[src/rtl/srcnn_ctrl_pkg.sv]
// Shared types and constants for the SRCNN frame controller.
// Provides the controller state enum, frame counter width and a counter-width helper.
package srcnn_ctrl_pkg;

    localparam int FrameCountWidth = 16;

    typedef enum logic [2:0] {
        IDLE,
        RUN,
        DRAIN,
        DONE,
        FLUSH,
        ABORTED
    } ctrl_state_e;

    // Width needed to hold 0..limit-1, never less than one bit.
    function automatic int count_width(input int limit);
        return (limit > 1) ? $clog2(limit) : 1;
    endfunction

endpackage

[src/rtl/srcnn_frame_controller_beat_counter.sv]
// Wrapping beat counter: counts enabled cycles 0..Limit-1 and flags the last value.
// Ports: clock_i, reset_ni, enable, clear (wins over enable), count_o, terminal_o.
module beat_counter
    import srcnn_ctrl_pkg::*;
#(
    parameter int Limit      = 16,
    parameter int CountWidth = count_width(Limit)
) (
    input  logic                  clock_i,
    input  logic                  reset_ni,
    input  logic                  enable,
    input  logic                  clear,
    output logic [CountWidth-1:0] count_o,
    output logic                  terminal_o
);

    localparam logic [CountWidth-1:0] Last = CountWidth'(Limit - 1);

    assign terminal_o = (count_o == Last);

    always_ff @(posedge clock_i or negedge reset_ni) begin
        if (!reset_ni) begin
            count_o <= '0;
        end else if (clear) begin
            count_o <= '0;
        end else if (enable) begin
            count_o <= terminal_o ? '0 : count_o + CountWidth'(1);
        end
    end

endmodule

[src/rtl/srcnn_frame_controller.sv]
// Frame sequencer for the SRCNN engine: admits Height*Width pixels per frame for a commanded
// number of frames, marks the last output pixel of each frame, and aborts by holding the
// engine in reset.
// Ports: start_i/frames_i/abort_i command; busy_o/done_o/aborted_o/frame_index_o status;
// slave_* upstream, core_in_*/core_out_*/core_reset_o engine side, master_* downstream.
// Optional macro SRCNN_PERF_COUNTER_EN adds stall_cycles_o and active_cycles_o.
module srcnn_frame_controller
    import srcnn_ctrl_pkg::*;
#(
    parameter int Height      = 600,
    parameter int Width       = 800,
    parameter int DataWidth   = 24,
    parameter int ResetCycles = 4
) (
    input  logic                       clock_i,
    input  logic                       reset_ni,
    input  logic                       start_i,
    input  logic [FrameCountWidth-1:0] frames_i,
    input  logic                       abort_i,
    output logic                       busy_o,
    output logic                       done_o,
    output logic                       aborted_o,
    output logic [FrameCountWidth-1:0] frame_index_o,
    input  logic                       slave_valid_i,
    output logic                       slave_ready_o,
    input  logic [DataWidth-1:0]       slave_data_i,
    output logic                       core_in_valid_o,
    input  logic                       core_in_ready_i,
    output logic [DataWidth-1:0]       core_in_data_o,
    input  logic                       core_out_valid_i,
    output logic                       core_out_ready_o,
    input  logic [DataWidth-1:0]       core_out_data_i,
    output logic                       core_reset_o,
    output logic                       master_valid_o,
    input  logic                       master_ready_i,
    output logic [DataWidth-1:0]       master_data_o,
    output logic                       master_last_o
`ifdef SRCNN_PERF_COUNTER_EN
    ,
    output logic [31:0]                stall_cycles_o,
    output logic [31:0]                active_cycles_o
`endif
);

    localparam int Pixels   = Height * Width;
    localparam int PixWidth = count_width(Pixels);
    localparam int FlWidth  = count_width(ResetCycles);

    ctrl_state_e state, state_d;

    logic [FrameCountWidth-1:0] frames_q;
    logic [FrameCountWidth-1:0] in_frame;
    logic [FrameCountWidth-1:0] out_frame;
    logic [PixWidth-1:0]        in_pix;
    logic [PixWidth-1:0]        out_pix;
    logic [FlWidth-1:0]         flush_cnt;

    logic running, out_open, flushing;
    logic in_hs, out_hs;
    logic in_term, out_term, flush_term;
    logic in_final, out_final;
    logic start_ok;
    logic core_reset_q;
    logic unused_counts;

    assign running  = (state == RUN);
    assign out_open = (state == RUN) || (state == DRAIN);
    assign flushing = (state == FLUSH);

    assign core_in_valid_o = slave_valid_i & running;
    assign slave_ready_o   = core_in_ready_i & running;
    assign core_in_data_o  = slave_data_i;

    // Engine output is discarded while it is flushed, otherwise it follows the sink.
    assign master_valid_o   = core_out_valid_i & out_open;
    assign master_data_o    = core_out_data_i;
    assign core_out_ready_o = out_open ? master_ready_i
                                       : (flushing || (state == ABORTED));

    assign in_hs  = core_in_valid_o & core_in_ready_i;
    assign out_hs = master_valid_o & master_ready_i;

    assign start_ok = (state == IDLE) && start_i && (frames_i != '0);

    assign in_final  = in_hs && in_term
                       && (in_frame == frames_q - FrameCountWidth'(1));
    assign out_final = out_hs && out_term
                       && (out_frame == frames_q - FrameCountWidth'(1));

    assign master_last_o = master_valid_o & out_term;
    assign frame_index_o = out_frame;
    assign core_reset_o  = core_reset_q;

    assign unused_counts = ^{in_pix, out_pix, flush_cnt};

    beat_counter #(.Limit(Pixels)) u_in_pix (
        .clock_i   (clock_i),
        .reset_ni  (reset_ni),
        .enable    (in_hs),
        .clear     (start_ok),
        .count_o   (in_pix),
        .terminal_o(in_term)
    );

    beat_counter #(.Limit(Pixels)) u_out_pix (
        .clock_i   (clock_i),
        .reset_ni  (reset_ni),
        .enable    (out_hs),
        .clear     (start_ok),
        .count_o   (out_pix),
        .terminal_o(out_term)
    );

    // Starts from zero on every FLUSH entry, so the pulse is exactly ResetCycles long.
    beat_counter #(.Limit(ResetCycles)) u_flush (
        .clock_i   (clock_i),
        .reset_ni  (reset_ni),
        .enable    (flushing),
        .clear     (!flushing),
        .count_o   (flush_cnt),
        .terminal_o(flush_term)
    );

    always_comb begin
        state_d = state;
        unique case (state)
            IDLE:    if (start_ok) state_d = RUN;
            // Abort outranks any handshake-driven move.
            RUN: begin
                if (abort_i)        state_d = FLUSH;
                else if (out_final) state_d = DONE;
                else if (in_final)  state_d = DRAIN;
            end
            DRAIN: begin
                if (abort_i)        state_d = FLUSH;
                else if (out_final) state_d = DONE;
            end
            DONE:    state_d = IDLE;
            FLUSH:   if (flush_term) state_d = ABORTED;
            ABORTED: state_d = IDLE;
            default: state_d = IDLE;
        endcase
    end

    // Status flags are registered from the next state so they track the state exactly.
    always_ff @(posedge clock_i or negedge reset_ni) begin
        if (!reset_ni) begin
            state        <= IDLE;
            busy_o       <= 1'b0;
            done_o       <= 1'b0;
            aborted_o    <= 1'b0;
            core_reset_q <= 1'b1;
            frames_q     <= '0;
            in_frame     <= '0;
            out_frame    <= '0;
        end else begin
            state        <= state_d;
            busy_o       <= (state_d == RUN) || (state_d == DRAIN)
                            || (state_d == FLUSH);
            done_o       <= (state_d == DONE);
            aborted_o    <= (state_d == ABORTED);
            core_reset_q <= (state_d == FLUSH);
            if (start_ok) begin
                frames_q  <= frames_i;
                in_frame  <= '0;
                out_frame <= '0;
            end else begin
                if (in_hs && in_term) begin
                    in_frame <= in_frame + FrameCountWidth'(1);
                end
                if (out_hs && out_term) begin
                    out_frame <= out_frame + FrameCountWidth'(1);
                end
            end
        end
    end

`ifdef SRCNN_PERF_COUNTER_EN
    always_ff @(posedge clock_i or negedge reset_ni) begin
        if (!reset_ni) begin
            active_cycles_o <= '0;
            stall_cycles_o  <= '0;
        end else if (start_ok) begin
            active_cycles_o <= '0;
            stall_cycles_o  <= '0;
        end else begin
            if (busy_o && (active_cycles_o != '1)) begin
                active_cycles_o <= active_cycles_o + 32'd1;
            end
            if (master_valid_o && !master_ready_i
                && (stall_cycles_o != '1)) begin
                stall_cycles_o <= stall_cycles_o + 32'd1;
            end
        end
    end
`endif

endmodule

[config.mk]
export PLATFORM = sky130hd
export DESIGN_NAME = srcnn_frame_controller
export DESIGN_NICKNAME = d
export VERILOG_FILES = /design/src/rtl/srcnn_ctrl_pkg.sv /design/src/rtl/srcnn_frame_controller_beat_counter.sv /design/src/rtl/srcnn_frame_controller.sv
export SDC_FILE = /design/constraint.sdc
export NUM_CORES = 1
export LEC_CHECK = 0
export CORE_MARGIN = 2
export CORE_UTILIZATION = 51
export DETAILED_ROUTE_END_ITERATION = 6
export HOLD_SLACK_MARGIN = 0.05
export PLACE_DENSITY = 0.84
export RECOVER_POWER = 25
export SYNTH_ARGS = -nofsm -noshare
export SYNTH_HDL_FRONTEND = slang
export SYNTH_SLANG_ARGS = --single-unit
[constraint.sdc]
create_clock -name clock_i -period 3.5 [get_ports clock_i]
set_input_delay 0.7 -clock clock_i [delete_from_list [all_inputs] [get_ports clock_i]]
set_output_delay 0.7 -clock clock_i [all_outputs]
set_load 0.03 [all_outputs]
* Yosys cells after proc, flatten, opt, wreduce, memory -nomap -nowiden *
Index checks and enable logic that the tools add are counted.

word-level totals
  register bits after elaboration = 95
  latch bits = 0
  memory bits (writable) = 0
  memory bits (read-only) = 0
  input port bits = 72
  word-level logic and storage cells = 74
  memories kept = 0

cells by class
  add/sub/neg operators = 6
  multipliers = 0
  divide/modulo/power cells = 0
  order comparisons = 0
  equality and inequality tests = 14
  shift-type cells = 0
  mux-type cells = 21
  bitwise gates (word level) = 6
  reduce and logical (&&, ||, !) cells = 16

operators with widths
  cell                                                  count
  two-way mux 19 bit                                    6
  two-way mux 16 bit                                    4
  adder 19 x 1 -> 19 bit (second input constant)        2
  equality test 19 bit (second input constant)          2
  adder 16 x 1 -> 16 bit (second input constant)        2
  equality test 16 bit                                  2
  two-way mux 3 bit                                     7
  nonzero test 16 bit                                   1
  subtractor 16 x 1 -> 16 bit (second input constant)   1
  equality test 3 bit (second input constant)           4
  one-hot mux 3 bit (4 select lines)                    1
  equality test 3 x 2 -> 1 bit (second input constant)  3
  nonzero test 2 bit                                    4
  AND 1 bit                                             6
  equality test 3 x 1 -> 1 bit (second input constant)  2
  logical AND 1 bit                                     6
  logical OR 1 bit                                      4
  two-way mux 2 bit                                     2
  zero test 3 bit                                       1
  adder 2 x 1 -> 2 bit (second input constant)          1
  equality test 2 bit (second input constant)           1
  two-way mux 1 bit                                     1

* Logic depth before layout (Yosys ltp) *
  depth after elaboration = 12
  gate-level depth with buffers = 11
  depth with buffers taken out = 9

* Hierarchy *
Synthesis repeated with hierarchy kept, for this count alone.

unflattened totals
  cells, all modules = 718
  area, all modules = 6477.5 um^2

by module, submodules not included
  module                    times used  cells an instance  area an instance (um^2)  seq. area each (um^2)
  srcnn_frame_controller    1           429                3911.3                   1377.6
  beat_counter (u_out_pix)  1           152                1327.5                   475.5
  beat_counter (u_in_pix)   1           129                1138.6                   475.5
  beat_counter (u_flush)    1           8                  100.1                    50.0

* Worst setup path before layout *
Ideal clock, no wire load.

  path type = reg2reg
  start = reg frames_q[0]
  end = reg state[0]
  library setup time = 0.124 ns
  data arrival time = 2.797 ns
  data required time = 3.376 ns
  path slack = 0.579 ns
  cell stages (with the launch flop) = 10
  buffers on the path = 1
  period minus slack after synthesis = 2.921 ns
  path through = dfrtp_1 clkbuf_1 inv_1 ha_1 or3b_2 o311a_1 a211oi_1 o2111ai_1 or4_1 a211o_1

on the way
  cells in the longest elaborated chain, start to end = 7

ends and longest elaborated chain
  element                               RTL line                                                    RTL
  start, declared                       srcnn_frame_controller.sv:51                                logic [FrameCountWidth-1:0] frames_q;
  start signal, assigned                srcnn_frame_controller.sv:164                               frames_q <= frames_i;
  subtractor 16 x 1 -> 16 bit *         srcnn_frame_controller.sv:86, srcnn_frame_controller.sv:88
  equality test 16 bit                  srcnn_frame_controller.sv:86                                && (in_frame == frames_q - FrameCountWidth'(1));
  logical AND 1 bit                     srcnn_frame_controller.sv:86
  two-way mux 3 bit                     srcnn_frame_controller.sv:132                               else if (in_final) state_d = DRAIN;
  two-way mux 3 bit                     srcnn_frame_controller.sv:131                               else if (out_final) state_d = DONE;
  two-way mux 3 bit                     srcnn_frame_controller.sv:130                               if (abort_i) state_d = FLUSH;
  one-hot mux 3 bit (4 select lines) *  srcnn_frame_controller.sv:126                               unique case (state)
  named net state_d[0]                  srcnn_frame_controller.sv:49                                ctrl_state_e state, state_d;
  end signal, assigned                  srcnn_frame_controller.sv:157                               state <= state_d;
  end, declared                         srcnn_frame_controller.sv:49

Mark *: on every way through the listed nets, which the timed path passes. The rest lies on a longest branch.
A chain may end at the register's enable or synchronous reset.

* Worst setup path in the final report *
  start = reg u_out_pix.count_o[15]
  end = out master_last_o

on the way
  cells in the longest elaborated chain, start to end = 2

ends and longest elaborated chain
  element                 RTL line                                   RTL
  start, declared         srcnn_frame_controller_beat_counter.sv:13  output logic [CountWidth-1:0] count_o,
  start signal, assigned  srcnn_frame_controller_beat_counter.sv:27  count_o <= terminal_o ? '0 : count_o + CountWidth'(1);
  equality test 19 bit    srcnn_frame_controller_beat_counter.sv:19  assign terminal_o = (count_o == Last);
  AND 1 bit               srcnn_frame_controller.sv:90               assign master_last_o = master_valid_o & out_term;
  end, declared           srcnn_frame_controller.sv:37               output logic master_last_o

No other way between the ends.

==> results_dict.tcl <==
set metrics [dict create \
    rsz_0062_raised_after_global_routing "false" \
    start_util_pct 52.8 \
    ffs_latches_synth 95 \
    worst_ep_arrival_time_ns 2.59 \
    post_synth_edffs 0 \
    synth.net_count 785 \
    detailedRoute.firstPassIterationCount 6 \
    clock-skew-final_ns 0.00701 \
    maxCapViolCount 1 \
    ys_warn_count 0 \
    synth_largest_area_cell "dfrtp_1" \
    final_cell_mix "100 x nand2_1, 94 x dfrtp_1, 71 x nor2_1" \
    postRouteWirelength_um 13900 \
    synth_largest_type_area_fraction_pct 38.7 \
    fin_crit_share_pct 94.0 \
    areaGrowthSynthToFinish_pct 9.64 \
    synthAdderAreaFrac_pct 1.23 \
    via_per_inst 5.84 \
    synth_top_family_by_area "simple AND/OR/NAND/NOR gates" \
    synth-main-ff-cell "dfrtp_1" \
    crit_path_end "master_last_o" \
    period_minus_ws_final_ns 3.29 \
    dp_hpwl_um 10200 \
    hold_crit_class "flip-flop to flip-flop" \
    cts_htree_levels 3 \
    critical_path.max_fanout 7 \
    pwr-share-clk_pct 26.5 \
    number_of_global_route_vias_before_repair 4967 \
    post_synth_inst_count 707 \
    p_leak_nw 2.79 \
    grt_overflow 0 \
    height_of_the_die_um 113 \
    grt_antenna_before_repair 0 \
    multi_input_gate_area_um2 3160 \
    num-nets-final 780 \
    report.power.total_mw 3.78 \
    drive_above_1_share_pct 6.93 \
    comb_power_share_pct 34.0 \
    ctsHoldBuffers 0 \
    cts_max_path_buffers 2 \
    syn-cell-area_um2 6090 \
    ant_nets 0 \
    finalWeightedCongestion 0.881 \
    critical_path.endpoint_type "output pin" \
    cts_tree "done" \
    core_um2 11500 \
    setup.worst_path.start "u_out_pix.count_o[15]" \
    reg2reg_depth 7 \
    cts_num_sinks 95 \
    average_cell_area_after_synthesis_um2 8.61 \
    r2r_start "u_out_pix.count_o[15]" \
    grt_start_max_net_pins 69 \
    internal-power_mw 2.36 \
    final_core_utilization_pct 57.9 \
    seq_power_share_pct 39.5 \
    post_cts.resized_instances 0 \
    critical_setup_path_kind "flip-flop to output pin" \
    clockRootBuffer "clkbuf_16" \
    drc_errors 10 \
    ys_top_cells_by_area "dfrtp_1 39%, xnor2_1 6.3%, nand2_1 6.2%" \
    num_antenna_cells 0 \
    detailedRoute.firstIterationViolations 362 \
    setup.worst_path.start_class "flip-flop" \
    placement.io_buffers 48 \
    timing_max_transition_violations_final 69 \
    cts_made_buffers 9 \
    post-cts-setup-buffer-count 0 \
    clk-insertion-delay-late_ns 0.35 \
    setup_viol_count_final 0 \
    leading_cell_type_in_the_layout_fill_and_taps_excluded "nand2_1" \
    fp.dieArea_um2 12800 \
    vdd_ir_drop_max_mv 0.246 \
    yosys.area_share.simple_pct 28.2 \
    final-seq-area_um2 2380 \
    p_sw_share_pct 37.7 \
    final.fill_count 986 \
    reg2reg_to "frame_index_o[12]" \
    row_count 39 \
    cts_clock_pin_slew_for_the_worst_setup_and_hold_paths_ns 0.07 \
    synthXorXnorAreaFrac_pct 12.0 \
    max_slew.worst_pin.slew_ns 1.65 \
    fin_setup_tns_ns 0 \
    distinct_cell_type_count_of_the_synthesized_netlist 65 \
    die_width_um 113 \
    power_density_nw_per_um2 567 \
    failed_checks "design-rule violations, max-capacitance violations, max-slew violations" \
    cp_data_required_time_ns 2.80 \
    drt-wirelength-per-cell_um 16.3 \
    final-hold-violation-count 0 \
    via_count 4967 \
    sequential_area_share_after_synthesis_pct 39.1 \
    fmaxAchievable_ghz 0.304 \
    io-pin-count 145 \
    slew-limit-headroom_pct -10.3 \
    grt_first_pass_wirelength_um 23500 \
    worstHoldStart "u_flush.count_o[0]" \
    synth_compound_gate_area_share_pct 9.58 \
    regToRegSetupSlack_ns 0.42 \
    share_of_async_settable_or_async_resettable_flops_after_synthesis_pct 100 \
    synth.mux.area_fraction_pct 0.822 \
    total_switching_power_mw 1.42 \
    status "complete, but fails checks" \
    global_route.usage.total_pct 22.7 \
]
worst min-delay path by stage:
stage	end	slack (ns)	cells past startpoint
detailed placement	u_flush.count_o[0]	0.43	1
finish	u_flush.count_o[0]	0.44	1
global placement	u_flush.count_o[0]	0.42	1
floorplan	aborted_o	0.40	0
global route	u_flush.count_o[0]	0.46	1
CTS	u_flush.count_o[0]	0.44	1
synth_stat cells, drive strengths merged, types with 6 or more instances:
library cell  number
a21oi             26
and2               8
and3              18
buf               58
clkbuf            24
dfrtp             94
ha                 6
inv               12
nand2            100
nand3             18
nand4             23
nor2              71
nor2b              7
nor3              18
nor4              13
o21ai             42
or3               14
xnor2             44
xor2              37
layer usage:
layer	up-vias	global-route usage, %	part of all wire (%)	routed length, um
met3	27	4.39	4.9	676
met2	142	38.2	50	6900
li1	2384	-	-	-
met5	-	0	0	0
met4	0	10.6	2.6	367
met1	2414	28.3	43	5910
area by class of cell:
type / count / share of cell area, %
clock inverter: 5 / 0.863
multi-input combinational: 518 / 47.3
clock buffer: 11 / 3.64
inverter: 12 / 0.675
tap: 143 / 2.68
timing repair buffer: 66 / 9.15
sequential: 95 / 35.6
logic make-up after synthesis:
| group | Yosys count |
|---|---|
| and+or+nand+nor | 328 |
| AOI/OAI and AO/OA | 97 |
| DFF | 95 |
| buffers and inverters | 94 |
| xor gates and xnor gates | 82 |
| adders and majority gates | 6 |
| muxes | 5 |
worst max-delay path: stages (launching register included):
cell and delay, ns:
dfrtp_1 0.44, or4b_1 0.54, nor3_1 0.38, and3_1 0.21
clkdlybuf4s50_1 0.67
power by group through the flow:
stage | Combinational, mW | Sequential (mW) | Clock [mW]
6_report | 1.28 | 1.49 | 1.00
5_1_grt | 1.42 | 1.52 | 1.06
4_1_cts | 1.29 | 1.49 | 1.02
3_5_place_dp | 1.28 | 1.51 | 0
3_3_place_gp | 1.25 | 1.50 | 0
2_1_floorplan | 1.12 | 1.37 | 0
state kept, by name, summed over array words and instances (netlist names):
| register | count |
|---|---|
| u_in_pix.count_o | 19 |
| done_o | 1 |
| u_out_pix.count_o | 19 |
| aborted_o | 1 |
| state | 3 |
| busy_o | 1 |
| frames_q | 16 |
| in_frame | 16 |
| core_reset_o | 1 |
| u_flush.count_o | 2 |
| frame_index_o | 16 |
through the flow:
| step | worst slack (ns) | cells | instance area, um^2 | hold WS (ns) |
|---|---|---|---|---|
| final | 0.209 | 850 | 6670 | 0.440 |
| after global routing | 0.128 | 850 | 6670 | 0.465 |
| after CTS | 0.203 | 850 | 6680 | 0.441 |
| after detailed placement | 0.203 | 834 | 6370 | 0.432 |
| after global placement | 0.233 | 834 | 6370 | 0.424 |
| after floorplan | 0.579 | 707 | 6090 | 0.404 |
(Power assumes the default switching activity.)
